$ cat src/rtl/tnn_pkg.sv
// rtl/tnn_pkg.sv - shared constants, FSM state type and helpers for the popcount scheduler
// Ports: none (package).
package tnn_pkg;

    localparam int PC_W  = 24;  // popcount operand width
    localparam int CNT_W = 5;   // popcount result width (0..31 trusted)
    localparam int SUM_W = 6;   // signed pos-neg difference width

    typedef enum logic [1:0] {
        IDLE = 2'd0,
        POS  = 2'd1,
        NEG  = 2'd2,
        OUT  = 2'd3
    } sched_state_t;

    // Index width that never collapses to zero bits.
    function automatic int clog2_safe(input int n);
        return (n <= 2) ? 1 : $clog2(n);
    endfunction

endpackage

$ cat src/rtl/tnn_rr_arb.sv
// rtl/tnn_rr_arb.sv - combinational round-robin arbiter, first set request at or above ptr
// Ports:
//   i_req    - request vector
//   i_ptr    - search start index (owned by the caller)
//   i_enable - when low no grant is issued
//   o_grant  - one-hot grant
//   o_idx    - encoded index of the granted requester
module tnn_rr_arb
    import tnn_pkg::*;
#(
    parameter  int NREQ = 4,
    localparam int ID_W = clog2_safe(NREQ)
) (
    input  logic [NREQ-1:0] i_req,
    input  logic [ID_W-1:0] i_ptr,
    input  logic            i_enable,
    output logic [NREQ-1:0] o_grant,
    output logic [ID_W-1:0] o_idx
);

    always_comb begin
        logic w_found;
        int   j;
        o_grant = '0;
        o_idx   = '0;
        w_found = 1'b0;
        j       = 0;
        // Walk NREQ positions starting at ptr; the first hit wins.
        for (int k = 0; k < NREQ; k++) begin
            j = int'(i_ptr) + k;
            if (j >= NREQ) begin
                j = j - NREQ;
            end
            if (i_enable && !w_found && i_req[j]) begin
                w_found    = 1'b1;
                o_grant[j] = 1'b1;
                o_idx      = ID_W'(j);
            end
        end
    end

endmodule

$ cat src/rtl/tnn_popcount_sched.sv
// rtl/tnn_popcount_sched.sv - round-robin scheduler sharing one popcount unit among ternary neurons
// Ports:
//   clk, rst_n          - clock, asynchronous active-low reset
//   req_valid/req_ready - per-requester request handshake (ready is a one-hot accept strobe)
//   req_pos/req_neg     - per-requester +1 / -1 match vectors, slice i at [24i+23:24i]
//   req_thr             - per-requester signed threshold
//   pc_a/pc_count       - operand to / count from the external combinational popcount unit
//   res_valid/res_ready - result handshake
//   res_id/res_sum/res_fire - owner, signed pos-neg difference, sum >= threshold
module tnn_popcount_sched
    import tnn_pkg::*;
#(
    parameter  int NREQ  = 4,
    parameter  int THR_W = 6,
    localparam int ID_W  = clog2_safe(NREQ)
) (
    input  logic                  clk,
    input  logic                  rst_n,
    input  logic [NREQ-1:0]       req_valid,
    output logic [NREQ-1:0]       req_ready,
    input  logic [NREQ*PC_W-1:0]  req_pos,
    input  logic [NREQ*PC_W-1:0]  req_neg,
    input  logic [NREQ*THR_W-1:0] req_thr,
    output logic [PC_W-1:0]       pc_a,
    input  logic [CNT_W-1:0]      pc_count,
    output logic                  res_valid,
    input  logic                  res_ready,
    output logic [ID_W-1:0]       res_id,
    output logic [SUM_W-1:0]      res_sum,
    output logic                  res_fire
);

    // Compare width: the wider of sum and threshold, so both sign-extend.
    localparam int CMP_W = (THR_W > SUM_W) ? THR_W : SUM_W;

    sched_state_t r_state;
    sched_state_t w_next_state;

    logic [ID_W-1:0]  r_ptr;
    logic [ID_W-1:0]  r_id;
    logic [PC_W-1:0]  r_pos;
    logic [PC_W-1:0]  r_neg;
    logic [THR_W-1:0] r_thr;
    logic [CNT_W-1:0] r_pos_cnt;
    logic [SUM_W-1:0] r_sum;
    logic             r_fire;

    logic [NREQ-1:0]  w_grant;
    logic [ID_W-1:0]  w_idx;
    logic             w_accept;
    logic [PC_W-1:0]  w_sel_pos;
    logic [PC_W-1:0]  w_sel_neg;
    logic [THR_W-1:0] w_sel_thr;
    logic [SUM_W-1:0] w_diff;
    logic signed [CMP_W-1:0] w_sum_ext;
    logic signed [CMP_W-1:0] w_thr_ext;
    logic             w_fire;
    logic             w_res_hs;
    logic [ID_W-1:0]  w_ptr_next;

    tnn_rr_arb #(
        .NREQ (NREQ)
    ) u_arb (
        .i_req    (req_valid),
        .i_ptr    (r_ptr),
        .i_enable (r_state == IDLE),
        .o_grant  (w_grant),
        .o_idx    (w_idx)
    );

    assign req_ready = w_grant;
    assign w_accept  = |w_grant;

    assign w_sel_pos = req_pos[int'(w_idx)*PC_W +: PC_W];
    assign w_sel_neg = req_neg[int'(w_idx)*PC_W +: PC_W];
    assign w_sel_thr = req_thr[int'(w_idx)*THR_W +: THR_W];

    // Both counts are at most 31, so the 6-bit difference cannot overflow.
    assign w_diff    = {1'b0, r_pos_cnt} - {1'b0, pc_count};
    assign w_sum_ext = CMP_W'($signed(w_diff));
    assign w_thr_ext = CMP_W'($signed(r_thr));
    assign w_fire    = (w_sum_ext >= w_thr_ext);

    assign res_valid  = (r_state == OUT);
    assign w_res_hs   = res_valid && res_ready;
    assign w_ptr_next = (r_id == ID_W'(NREQ - 1)) ? '0 : r_id + 1'b1;

    assign res_id   = r_id;
    assign res_sum  = r_sum;
    assign res_fire = r_fire;

    always_ff @(posedge clk or negedge rst_n) begin
        if (!rst_n) begin
            r_state <= IDLE;
        end else begin
            r_state <= w_next_state;
        end
    end

    always_comb begin
        w_next_state = r_state;
        pc_a         = '0;
        case (r_state)
            IDLE: begin
                if (w_accept) begin
                    w_next_state = POS;
                end
            end
            POS: begin
                pc_a         = r_pos;
                w_next_state = NEG;
            end
            NEG: begin
                pc_a         = r_neg;
                w_next_state = OUT;
            end
            OUT: begin
                if (res_ready) begin
                    w_next_state = IDLE;
                end
            end
            default: w_next_state = IDLE;
        endcase
    end

    always_ff @(posedge clk or negedge rst_n) begin
        if (!rst_n) begin
            r_ptr     <= '0;
            r_id      <= '0;
            r_pos     <= '0;
            r_neg     <= '0;
            r_thr     <= '0;
            r_pos_cnt <= '0;
            r_sum     <= '0;
            r_fire    <= 1'b0;
        end else begin
            if (w_accept) begin
                // A bit present in both vectors is a zero weight: drop it from both.
                r_pos <= w_sel_pos & ~w_sel_neg;
                r_neg <= w_sel_neg & ~w_sel_pos;
                r_thr <= w_sel_thr;
                r_id  <= w_idx;
            end
            if (r_state == POS) begin
                r_pos_cnt <= pc_count;
            end
            if (r_state == NEG) begin
                r_sum  <= w_diff;
                r_fire <= w_fire;
            end
            if (w_res_hs) begin
                r_ptr <= w_ptr_next;
            end
        end
    end

endmodule
$ cat config.mk
export PLATFORM = sky130hd
export DESIGN_NAME = tnn_popcount_sched
export DESIGN_NICKNAME = d
export VERILOG_FILES = /design/src/rtl/tnn_pkg.sv /design/src/rtl/tnn_rr_arb.sv /design/src/rtl/tnn_popcount_sched.sv
export SDC_FILE = /design/constraint.sdc
export NUM_CORES = 1
export LEC_CHECK = 0
export CORE_ASPECT_RATIO = 0.6
export CORE_MARGIN = 3
export CORE_UTILIZATION = 44
export DETAILED_ROUTE_END_ITERATION = 10
export GPL_TIMING_DRIVEN = 0
export HOLD_SLACK_MARGIN = 0.02
export PLACE_DENSITY = 0.8
export SYNTH_ARGS = -nofsm -noshare
export SYNTH_HDL_FRONTEND = slang
export SYNTH_SLANG_ARGS = --single-unit
$ cat constraint.sdc
create_clock -name clk -period 4.9 [get_ports clk]
set_clock_uncertainty 0.05 [all_clocks]
set_input_delay 1.225 -clock clk [delete_from_list [all_inputs] [get_ports clk]]
set_output_delay 1.225 -clock clk [all_outputs]
set_load 0.05 [all_outputs]
; Word-level counts from Yosys, hierarchy flattened
; Index checks and enable logic that the tools add are counted.
; W data, S select, Z words.
[op_classes]
addsub = 9
multipliers = 2
magnitude_cmp = 13
eq_ne = 6
shift = 3
mux = 40
n_bitwise = 7
reduce_logical = 18
[op_table]
columns = op, count
row1 = $ge A32 B1 Y1 const B, 4
row2 = $lt A32 B4 Y1 const B, 4
row3 = $mux W32, 4
row4 = $ge A32 B4 Y1 const B, 3
row5 = $shiftx A96 B32 Y24, 1
row6 = $shiftx A96 B8 Y24, 1
row7 = $sub A32 B4 Y32 const B, 3
row8 = $and A24 B24 Y24, 2
row9 = $not A24 Y24, 2
row10 = $pmux W24 S2, 1
row11 = $shiftx A24 B6 Y6, 1
row12 = $mux W4, 4
row13 = $mux W1, 15
row14 = $mux W2, 7
row15 = $logic_and A1 B1 Y1, 12
row16 = $or A4 B4 Y4, 3
row17 = $bmux W1 S2, 4
row18 = $demux W1 S2, 4
row19 = $mul A2 B2 Y4 const B, 2
row20 = $pmux W2 S4, 1
row21 = $add A2 B2 Y3 const B, 2
row22 = $eq A2 B2 Y1 const B, 3
row23 = $ge A6 B6 Y1, 1
row24 = $sub A5 B5 Y6, 1
row25 = 11 further kinds, 13
[totals]
reg_bits = 72
input_bits = 228
output_inout_bits = 38
wordCells = 107

; Depth between registers and ports, before layout
; Gate-level depths: netlist of run 1.
[logic_depth]
depth_word = 23
ltp_mapped = 15
mapped_depth_nobuf = 11

; By module
; Synthesis of run 1 repeated with hierarchy kept, for this count alone.
[hier_totals]
hier_cells = 695
hier_area_um2 = 6158.4
[by_module_without_submodules]
columns = mod, n_inst, cells_per_inst, area_each_um2, seq_area_each_um2
row1 = tnn_popcount_sched, 1, 637, 5676.7, 1801.7
row2 = tnn_rr_arb, 1, 58, 481.7, 0.0

; Worst setup path before layout of run 1
; OpenSTA, ideal clock, no wires.
[synth_path]
path_type = in2out
startpoint = input port req_valid[3]
endpoint = output port req_ready[3]
arrival_time_ns = 3.112
required_ns = 3.625
setup_slack_ns = 0.513
stages = 5
path_buffers = 1
cell_sequence = clkbuf_1 > mux4_2 > nand2b_1 > a2111oi_2 > a221o_1
[synth_between]
elab_chain_cells = 17
elab_cells_between_ends = 32
cone_classes = 19 x mux / 3 x bitwise / 10 x reduce/logical
[synth_lines]
columns = element, line
row1 = from (decl), tnn_popcount_sched.sv:19  ; input logic [NREQ-1:0] req_valid,
row2 = $bmux W1 S2, tnn_rr_arb.sv:34  ; if (i_enable && !w_found && i_req[j]) begin
row3 = $mux W1 (implied by the code) (2 in series), tnn_rr_arb.sv:34
row4 = $logic_and A1 B1 Y1, tnn_rr_arb.sv:34
row5 = $mux W1, tnn_rr_arb.sv:34
row6 = $logic_not A1 Y1, tnn_rr_arb.sv:34
row7 = $logic_and A1 B1 Y1 (2 in series), tnn_rr_arb.sv:34
row8 = $mux W1, tnn_rr_arb.sv:34
row9 = $logic_not A1 Y1, tnn_rr_arb.sv:34
row10 = $logic_and A1 B1 Y1 (2 in series), tnn_rr_arb.sv:34
row11 = $mux W1, tnn_rr_arb.sv:34
row12 = $logic_not A1 Y1, tnn_rr_arb.sv:34
row13 = $logic_and A1 B1 Y1 (2 in series), tnn_rr_arb.sv:34
row14 = $mux W4 *, tnn_rr_arb.sv:34
row15 = to (decl), tnn_popcount_sched.sv:20  ; output logic [NREQ-1:0] req_ready,
; Every way passes the cells marked *; elsewhere a longest branch is shown, timed or not. The select of a mux whose other input is x is not followed.

; Worst setup path in the final report of run 1
[layout_path]
startpoint = input port req_valid[0]
endpoint = output port req_ready[1]
; Same word-level chain as after synthesis.

==> impl_metrics.tcl, run 1 <==
set metrics [dict create \
    post-dp-hpwl_mm 19.9 \
    r2r-start "r_ptr[0]" \
    required_ns 3.62 \
    power_density_nw_per_um2 599 \
    hold_path.class "reg2reg" \
    drt_iter0_drc 516 \
    cpPeakStageDelay_ns 0.61 \
    htreeDepth 3 \
    ir_worst_vdd_v 0.000321 \
    rsz0062_at_grt "no" \
    grt_pass1_vias 7003 \
    drt_pre_antenna_iters 5 \
    io_buffers 263 \
    clock_sink_count 72 \
    outcome "finished clean" \
    hold_viol 0 \
    final_cell_mix "clkdlybuf4s50_1 (258), inv_1 (115), dfrtp_1 (72), nand2_1 (52), o31ai_1 (49)" \
    gp_congestion 0.884 \
    cp_max_fo 8 \
    avgSynthCellArea_sq_um 8.75 \
    cts-buffers-inserted 9 \
    grt_pass1_wl_mm 39.0 \
    overflow 0 \
    netlist_area_sq_um 6260 \
    fp-row-count 33 \
    die_h_um 98.4 \
    synth_fp_nets 969 \
    synth_ff_type "dfrtp_1" \
    fin_setup_tns_ns 0 \
    wl_per_cell_um 21.6 \
    hold_depth 2 \
    root_buffer "clkbuf_16" \
    core-area_sq_um 13800 \
    worstHoldStart "r_pos[5]" \
    synthDistinctLibCells 42 \
    fin_nets 1244 \
    r2r_slack_ns 0.58 \
    fmax_ghz 0.210 \
    worst_pin_slew_ns 0.799 \
    fin_crit_ns 4.77 \
    async_reset_ff_frac 1.00 \
    crit_type "in2out" \
    dieArea_sq_um 15700 \
    slew_violations 0 \
    clkTransAtPathRegs_ns 0.06 \
    slew_headroom 0.467 \
    drc 0 \
    final_common_cell "clkdlybuf4s50_1" \
    cp_num_buf_inv 2 \
    cts_tree "yes" \
    crit_chain "clkdlybuf4s50_1 -> mux4_2 -> nand2b_1 -> a2111oi_4 -> a221o_1 -> buf_2" \
    timing.rr.end "r_neg[22]" \
    yosysSeqAreaShare 0.288 \
    viasPerCell 5.82 \
    via_count 6909 \
    clk_latency_ns 0.33 \
    maxCapViolations 0 \
    setup_viol 0 \
    syn2layout_area_growth_pct 51.7 \
    cts_buffer_depth 2 \
    diodes 0 \
    synthCells 715 \
    io-pin-count 266 \
    arrival_ns 3.50 \
    final_cells 1187 \
    p_leak_uw 0.00399 \
    wl_mm 25.6 \
    drive_above_1_share 0.0553 \
    min_to "r_pos[5]" \
    synth-seq-cells 72 \
    grt_use_total 0.317 \
    start_util 0.454 \
    dp.cells 1171 \
    grt_antenna_before_repair 0 \
    cts_hold_buf 0 \
    grt_max_degree 53 \
    final_util 0.688 \
    fp.dieW_um 160 \
    cp-start-kind "primary input" \
    synth-edff-count 0 \
    finalCritPeriodShare 0.974 \
    crit_family "buffers and inverters" \
    ant_nets 0 \
    synth_warnings 0 \
    worstRegToRegCells 14 \
    cp-end-kind "output port" \
    crit_slowest_cell "mux4_2" \
]
-- worst max path at each step --
stage / startpoint / endpoint / slack (ns) / cells past startpoint
floorplan: req_valid[3] / req_ready[3] / 0.51 / 5
global placement: req_valid[0] / req_ready[3] / -0.57 / 6
detailed placement: req_valid[0] / req_ready[3] / -0.59 / 6
CTS: req_valid[0] / req_ready[3] / 0.05 / 6
global route: r_ptr[0] / req_ready[2] / 0.03 / 9
finish: req_valid[0] / req_ready[1] / 0.13 / 6
-- power by group --
part / switching (uW) / internal (uW) / total (uW)
registers: 153 / 871 / 1020
logic: 2500 / 1450 / 3940
clock network: 261 / 459 / 720
-- through the flow --
step,setup WS (ns),cell area (sq um),power [uW],hold WS [ns]
global placement,-0.573,9130,4840,0.411
detailed placement,-0.590,9150,4890,0.418
finish,0.127,9490,5690,0.434
global route,0.0254,9490,6020,0.451
floorplan,0.513,6260,3510,0.399
CTS,0.0525,9470,5630,0.430
-- final cells by class --
type,count,area (sq um)
Inverter,115,432
Multi-Input combinational cell,469,3800
Clock buffer,11,243
Buffer,58,240
Clock inverter,5,80.1
Fill cell,1181,4300
Timing Repair Buffer,265,2650
Sequential cell,72,1800
Tap cell,192,240
-- Yosys cell counts, drive strengths merged, types with 5 or more instances --
library cell / count / area [sq um]
o311a: 48 / 480
dfrtp: 72 / 1800
nor2b: 31 / 194
a21oi: 6 / 30.0
nor3b: 48 / 360
mux2: 19 / 214
buf: 17 / 85.1
nand3b: 48 / 360
ha: 25 / 313
mux2i: 26 / 260
clkbuf: 42 / 158
nand2: 52 / 195
a22oi: 25 / 188
nor2: 5 / 18.8
o31ai: 49 / 368
a311oi: 48 / 420
inv: 115 / 432
-- kinds of logic (layout without fill, tap and decap cells) --
logic type / Yosys count / count (layout) / share of synthesized area
buf+inv: 174 / 454 / 0.108
xor+xnor: 3 / 3 / 0.00420
simple gates: 194 / 194 / 0.194
fa+ha+maj: 26 / 26 / 0.0532
compound gates: 198 / 198 / 0.267
mux: 48 / 48 / 0.0866
flops: 72 / 72 / 0.288
-- worst register-to-register path, delay by kind of cell, from the launching register on --
family          cells  cell delay, ns
fa+ha+maj           1            0.48
simple gates        2            0.20
mux                 1            0.31
buf+inv             6            1.82
compound gates      4            0.88
flops               1            0.44
-- state kept, by name, indices dropped and copies added (netlist names) --
| name | flops |
|---|---|
| res_sum | 6 |
| r_ptr | 2 |
| r_neg | 24 |
| res_fire | 1 |
| res_id | 2 |
| r_state | 2 |
| r_pos_cnt | 5 |
| r_thr | 6 |
| r_pos | 24 |
-- what timing repair did --
item,CTS,global route
setup buffers,0,1
endpoints found under the setup margin,4,4
gates resized for setup,22,4
pin swaps,0,2
-- per-layer routing --
metal / up-vias / wire, um / global-route usage
li1: 3211 / - / -
met1: 3344 / 11700 / 0.447
met2: 329 / 11200 / 0.493
met3: 25 / 2350 / 0.0827
met4: 0 / 293 / 0.0660
met5: - / 0 / 0
(Power assumes the default switching activity.)
==> run 2, diff against run 1 <==
--- a/config.mk
+++ b/config.mk
@@ -5,10 +5,12 @@
 export SDC_FILE = /design/constraint.sdc
 export NUM_CORES = 1
 export LEC_CHECK = 0
+export CAP_MARGIN = 5
 export CORE_ASPECT_RATIO = 0.6
 export CORE_MARGIN = 3
 export CORE_UTILIZATION = 44
 export DETAILED_ROUTE_END_ITERATION = 10
+export GPL_ROUTABILITY_DRIVEN = 0
 export GPL_TIMING_DRIVEN = 0
 export HOLD_SLACK_MARGIN = 0.02
 export PLACE_DENSITY = 0.8
==> impl_metrics.tcl, run 2 (synthesis results as in run 1) <==
set metrics [dict create \
    crit_type "in2out" \
    grt_antenna_before_repair 0 \
    min_to "r_neg[19]" \
    fp-row-count 33 \
    hold_viol 0 \
    required_ns 3.62 \
    root_buffer "clkbuf_16" \
    syn2layout_area_growth_pct 50.9 \
    worst_pin_slew_ns 0.889 \
    fin_nets 1244 \
    startpoint "req_valid[1]" \
    rsz0062_at_grt "no" \
    wl_mm 25.9 \
    reg_top3 "r_neg (24), r_pos (24)" \
    timing.rr.end "r_neg[22]" \
    maxCapViolations 0 \
    grt_max_degree 52 \
    io_buffers 263 \
    cp-start-kind "primary input" \
    grt_pass1_wl_mm 39.1 \
    htreeDepth 3 \
    cp-end-kind "output port" \
    setup_viol 0 \
    p_leak_uw 0.00398 \
    fp.dieW_um 160 \
    clkTransAtPathRegs_ns 0.06 \
    slew_headroom 0.407 \
    core-area_sq_um 13800 \
    viasPerCell 5.95 \
    clock_sink_count 72 \
    grt_use_total 0.317 \
    diodes 0 \
    arrival_ns 3.52 \
    cts_buffer_depth 2 \
    cts_hold_buf 0 \
    via_count 7055 \
    ant_nets 0 \
    finalCritPeriodShare 0.978 \
    worstHoldStart "r_neg[19]" \
    fin_crit_ns 4.79 \
    io-pin-count 266 \
    outcome "finished clean" \
    fmax_ghz 0.209 \
    cp_max_fo 8 \
    worstRegToRegCells 12 \
    grt_pass1_vias 6924 \
    final_util 0.684 \
    wl_per_cell_um 21.9 \
    cts-buffers-inserted 9 \
    drive_above_1_share 0.0534 \
    hold_depth 2 \
    ir_worst_vdd_v 0.000368 \
    fin_setup_tns_ns 0 \
    start_util 0.454 \
    cts_tree "yes" \
    hold_path.class "reg2reg" \
    final_common_cell "clkdlybuf4s50_1" \
    drt_pre_antenna_iters 5 \
    clk_latency_ns 0.33 \
    r2r_slack_ns 0.60 \
    r2r-start "r_ptr[0]" \
    final_cell_mix "clkdlybuf4s50_1 (258), inv_1 (115), dfrtp_1 (72), nand2_1 (52), o31ai_1 (49)" \
    power_density_nw_per_um2 595 \
    drt_iter0_drc 674 \
    post-dp-hpwl_mm 20.0 \
    dieArea_sq_um 15700 \
    drc 0 \
    overflow 0 \
    slew_violations 0 \
    die_h_um 98.4 \
]
==> run 2: cell count changes in the layout (fill, tap and decap cells not counted) <==
| cell | delta |
|---|---|
| clkbuf_4 | -1 |
| clkbuf_8 | -1 |
| clkinv_2 | +1 |
| clkinvlp_4 | -1 |
| bufinv_16 | -1 |
| buf_2 | +1 |
==> run 2: per-layer routing <==
| layer | global-route usage | up-vias | share of wire |
|---|---|---|---|
| met4 | 0.0600 | 0 | 0.014 |
| li1 | - | 3208 | - |
| met1 | 0.455 | 3380 | 0.44 |
| met3 | 0.0797 | 32 | 0.10 |
| met2 | 0.490 | 435 | 0.44 |
| met5 | 0 | - | 0 |
==> run 2: how the worst max path moves through the flow <==
stage / endpoint / slack, ns / depth (start not counted)
after global placement: req_ready[3] / -0.57 / 6
final: req_ready[0] / 0.11 / 6
after global routing: req_ready[0] / 0.0007 / 6
after CTS: req_ready[3] / 0.06 / 6
after detailed placement: req_ready[3] / -0.60 / 6
after floorplan: req_ready[3] / 0.51 / 5
==> run 2: metrics by stage <==
stage          cells  total power, uW  instance area, sq um  hold WS (ns)  worst slack, ns
3_5_place_dp    1171             4900                  9150         0.418           -0.596
3_3_place_gp    1170             4830                  9130         0.411           -0.567
4_1_cts         1185             5550                  9430         0.431           0.0565
2_1_floorplan    715             3510                  6260         0.399            0.513
5_1_grt         1185             5920                  9440         0.450         0.000710
6_report        1185             5620                  9440         0.431            0.107
==> run 2: what timing repair did <==
action	CTS	global route
buffers inserted	0	1
gates resized for setup	23	2
pin swaps	0	2
setup endpoints to repair	4	4
gates cloned	0	0
==> run 2: power breakdown <==
group          total [uW]  internal [uW]  switching, uW
clock                 637            387            250
sequential           1020            871            148
combinational        3960           1440           2520
total                5620           2700           2910
==> run 2: critical path, cell delays in order <==
cell,delay (ns)
clkdlybuf4s50_1,0.52
mux4_2,0.59
nand2b_1,0.25
a2111oi_4,0.36
a221o_1,0.29
buf_2,0.28
==> run 2: area by class of cell <==
type / count / area, sq um
plain buffers: 58 / 240
clock buffers: 10 / 229
clock inverters: 4 / 47.5
fillers: 1184 / 4350
inverters: 115 / 432
multi-input cells: 469 / 3800
flip-flops and latches: 72 / 1800
well taps: 192 / 240
repair buffers: 265 / 2650
==> edit 1 (settings of run 1) <==
Encoding of `sched_state_t`: now one-hot (4 bits for 4 states).
--- a/src/rtl/tnn_pkg.sv
+++ b/src/rtl/tnn_pkg.sv
@@ -6,11 +6,11 @@
     localparam int CNT_W = 5;   // popcount result width (0..31 trusted)
     localparam int SUM_W = 6;   // signed pos-neg difference width
 
-    typedef enum logic [1:0] {
-        IDLE = 2'd0,
-        POS  = 2'd1,
-        NEG  = 2'd2,
-        OUT  = 2'd3
+    typedef enum logic [3:0] {
+        IDLE = 4'b0001,
+        POS  = 4'b0010,
+        NEG  = 4'b0100,
+        OUT  = 4'b1000
     } sched_state_t;
 
     // Index width that never collapses to zero bits.
Formal check against the unedited RTL: no difference found for any inputs over 4 cycles, from zero or initial values and one cycle with rst_n low; so few cycles prove little.
==> edit 1 against run 1 <==
- synthesized area is 9.2% lower
- worst setup slack gained 0.10 ns
- register-to-register slack better by 0.46 ns
- first-iteration DRC count decreased by 48%
- via count is 21% lower
- wire length shrank 21%
- critical endpoint is now req_ready[3]
- core utilization grew 3.0 points
- combinational power fell by 11%
- final area decreased by 6.7%
- total power fell by 7.6%
- sequential cell count up 2
- sequential share of layout area up 1.9 points
- critical path type unchanged
==> edit 1: results <==
global_routing:
  groute.usage.overall_pct: 27.5
  gr-usage-met1_pct: 35.7
  met2_usage_pct: 45.9
  grt_max_degree: 75
  grt_pass1_vias: 5726
  gr-usage-met3_pct: 7.50
  grt_pass1_wl_um: 30900
route:
  drt_first_pass_iters: 4
  drt_iter0_drc: 269
  wl_um: 20300
  met3_length_um: 1500
  num_vias: 5486
finish:
  fin_nets: 1068
  nFillCells: 935
  drive_above_1_share_pct: 12.6
pwr:
  sequentialPowerShare_pct: 19.4
  p_leak_uw: 0.00421
synthesis:
  ys_seq_area_share_pct: 32.6
  synthTopCellsByArea: "dfrtp_1, mux2i_1, mux2_2, ha_1, a22o_1"
  yosys.area_share.adder_pct: 4.76
  muxShareOfSynthArea_pct: 32.5
  ys.flop_type: "dfrtp_1"
  synth-compound-area-share_pct: 15.0
  synth_common_cells: "mux2i_1, dfrtp_1, nand2_1"
hold_path:
  hp-start: "res_sum[1]"
  min_to: "res_sum[1]"
critical_path:
  r2r-end: "r_pos[1]"
  endpoint: "req_ready[3]"
  rr_startpoint: "r_ptr[1]"
  cp.arrival_ns: 3.39
  ff2ff_path_depth: 13
  reg2reg_slack_ns: 1.04
place:
  numPortBuffers: 265
  post_dp_cell_area_um2: 8550
  post-place-ws_ns: -0.295
  gp_congestion: 0.957
clocking:
  cts_resized: 5
timing:
  max_freq_mhz: 214
outcome:
  status: "finished, final reports clean"
## edit 1: final cells by class
cell class              count  area share [%]
plain buffers              39            2.64
clock buffers              12            2.78
clock inverters             4           0.834
inverters                  16           0.678
multi-input cells         413            40.0
flip-flops and latches     74            20.9
well taps                 165            2.33
repair buffers            266            29.8
## edit 1: metrics by stage
| step | hold WS [ns] | std cells | total power (uW) | util (%) |
|---|---|---|---|---|
| 6_report | 0.426 | 989 | 5250 | 71.8 |
| 3_5_place_dp | 0.416 | 973 | 4530 | 69.3 |
| 5_1_grt | 0.447 | 989 | 5570 | 71.8 |
| 4_1_cts | 0.428 | 989 | 5250 | 71.9 |
| 2_1_floorplan | 0.399 | 542 | 3450 | - |
| 3_3_place_gp | 0.409 | 972 | 4400 | 69.2 |
## edit 1: critical path, stage by stage
cell and delay, ns:
clkdlybuf4s50_1 0.52, mux4_2 0.54, nand2b_1 0.20, nor4_2 0.30, a221o_1 0.29, clkbuf_2 0.32
==> edit 2 (config.mk and constraints of run 1) <==
Made on the original files. `THR_W`: 6 -> 5.
--- a/src/rtl/tnn_popcount_sched.sv
+++ b/src/rtl/tnn_popcount_sched.sv
@@ -11,7 +11,7 @@
     import tnn_pkg::*;
 #(
     parameter  int NREQ  = 4,
-    parameter  int THR_W = 6,
+    parameter  int THR_W = 5,
     localparam int ID_W  = clog2_safe(NREQ)
 ) (
     input  logic                  clk,
Ports: changed (resized req_thr); port bits go from 266 to 262. No check against the original RTL was run, so the function may have changed too.
==> edit 2 against run 1 <==
- via count rose by 4.4%
- synthesized cell count rose by 5.5%
- first-iteration DRC count rose by 7.4%
- final cell count rose by 2.9%
- total power rose by 2.7%
- final area rose by 1.1%
- synthesized area rose by 2.5%
- global-route usage rose by 0.31 points
- wire length rose by 1.8%
- sequential cell count fell by 1
- register-to-register slack improved by 0.09 ns
- largest cell class unchanged
- worst setup slack got worse by 0.024 ns
==> edit 2: results <==
finish:
  nFillCells: 1178
  stdcell_count: 1222
  drive_above_1_share_pct: 6.99
  clk_share_pct: 2.99
  multi_input_area_um2: 3790
  buffer_area_share_pct: 29.9
  fin_nets: 1277
  n_all_buffers: 316
  multi_input_gates: 463
  area.growth.synth_to_final_pct: 49.6
  num-nonclk-inverters: 166
clocking:
  cts_resized: 12
  clkSinkCount: 71
synthesis:
  synth_common_cells: "inv_1, dfrtp_1, nand3b_1, nor2_1"
  synthTopCellsByArea: "dfrtp_1, inv_1, a311o_1, a31o_1, o311ai_0"
  syn_inst: 754
  ys_seq_area_share_pct: 27.7
  syn_nets: 1004
global_routing:
  gr-usage-met1_pct: 44.9
  grt_max_degree: 61
  groute.usage.overall_pct: 32.0
  gr-usage-met3_pct: 8.36
  met2_usage_pct: 49.4
  grt_pass1_wl_um: 39900
  grt_pass1_vias: 7245
critical_path:
  max_stage_delay_ns: 0.56
  cp.arrival_ns: 3.52
  reg2reg_slack_ns: 0.67
  critPathTopFamily: "buffers and inverters"
  cp_max_fo: 10
timing:
  post-route-min-period_ns: 4.80
  hold_slack_ns: 0.457
place:
  dpl.hpwl_um: 20400
  gp_congestion: 0.881
  post-place-ws_ns: -0.401
  post_dp_cell_area_um2: 9290
pwr:
  ir_drop_v: 0.000302
  swShare_pct: 51.2
  p_leak_uw: 0.00405
route:
  routed-wl-met2_um: 11500
  num_vias: 7216
  drt-met1-wl_um: 11500
  wl_per_cell_um: 21.3
outcome:
  status: "finished, final reports clean"
[edit 2: changes by cell type in the layout (fill, tap and decap cells not counted), sizes merged, moves of 43 or more]
cell,run 1,this run
o311a,48,0
nor2,5,52
a311oi,48,0
o31ai,49,2
o311ai,0,48
a311o,0,48
inv,115,166
a31o,0,48
nand2,52,9
[edit 2: logic make-up after synthesis]
kind of cell	count (synthesis)	share of synthesized area, %
fa+ha+maj	26	5.19
mux	33	7.10
flops	71	27.7
compound gates	202	26.9
buf+inv	220	13.4
xor+xnor	3	0.410
simple gates	199	19.3
[edit 2: path summary, 6_finish.rpt]
kind,end,cells past startpoint
hold reg to reg,r_thr[3],1
hold / removal,r_thr[3],1
setup reg to reg,r_neg[15],14
max in group asynchronous,r_pos[12],2
min in group asynchronous,res_sum[5],1
setup / recovery,req_ready[3],7
[edit 2: power by group through the flow]
stage	registers (uW)	logic, uW	clock network, uW
detailed placement	1040	4080	0
CTS	1030	4090	655
global placement	1020	4000	0
finish	1030	4160	646
global route	1060	4460	681
floorplan	1120	2550	0
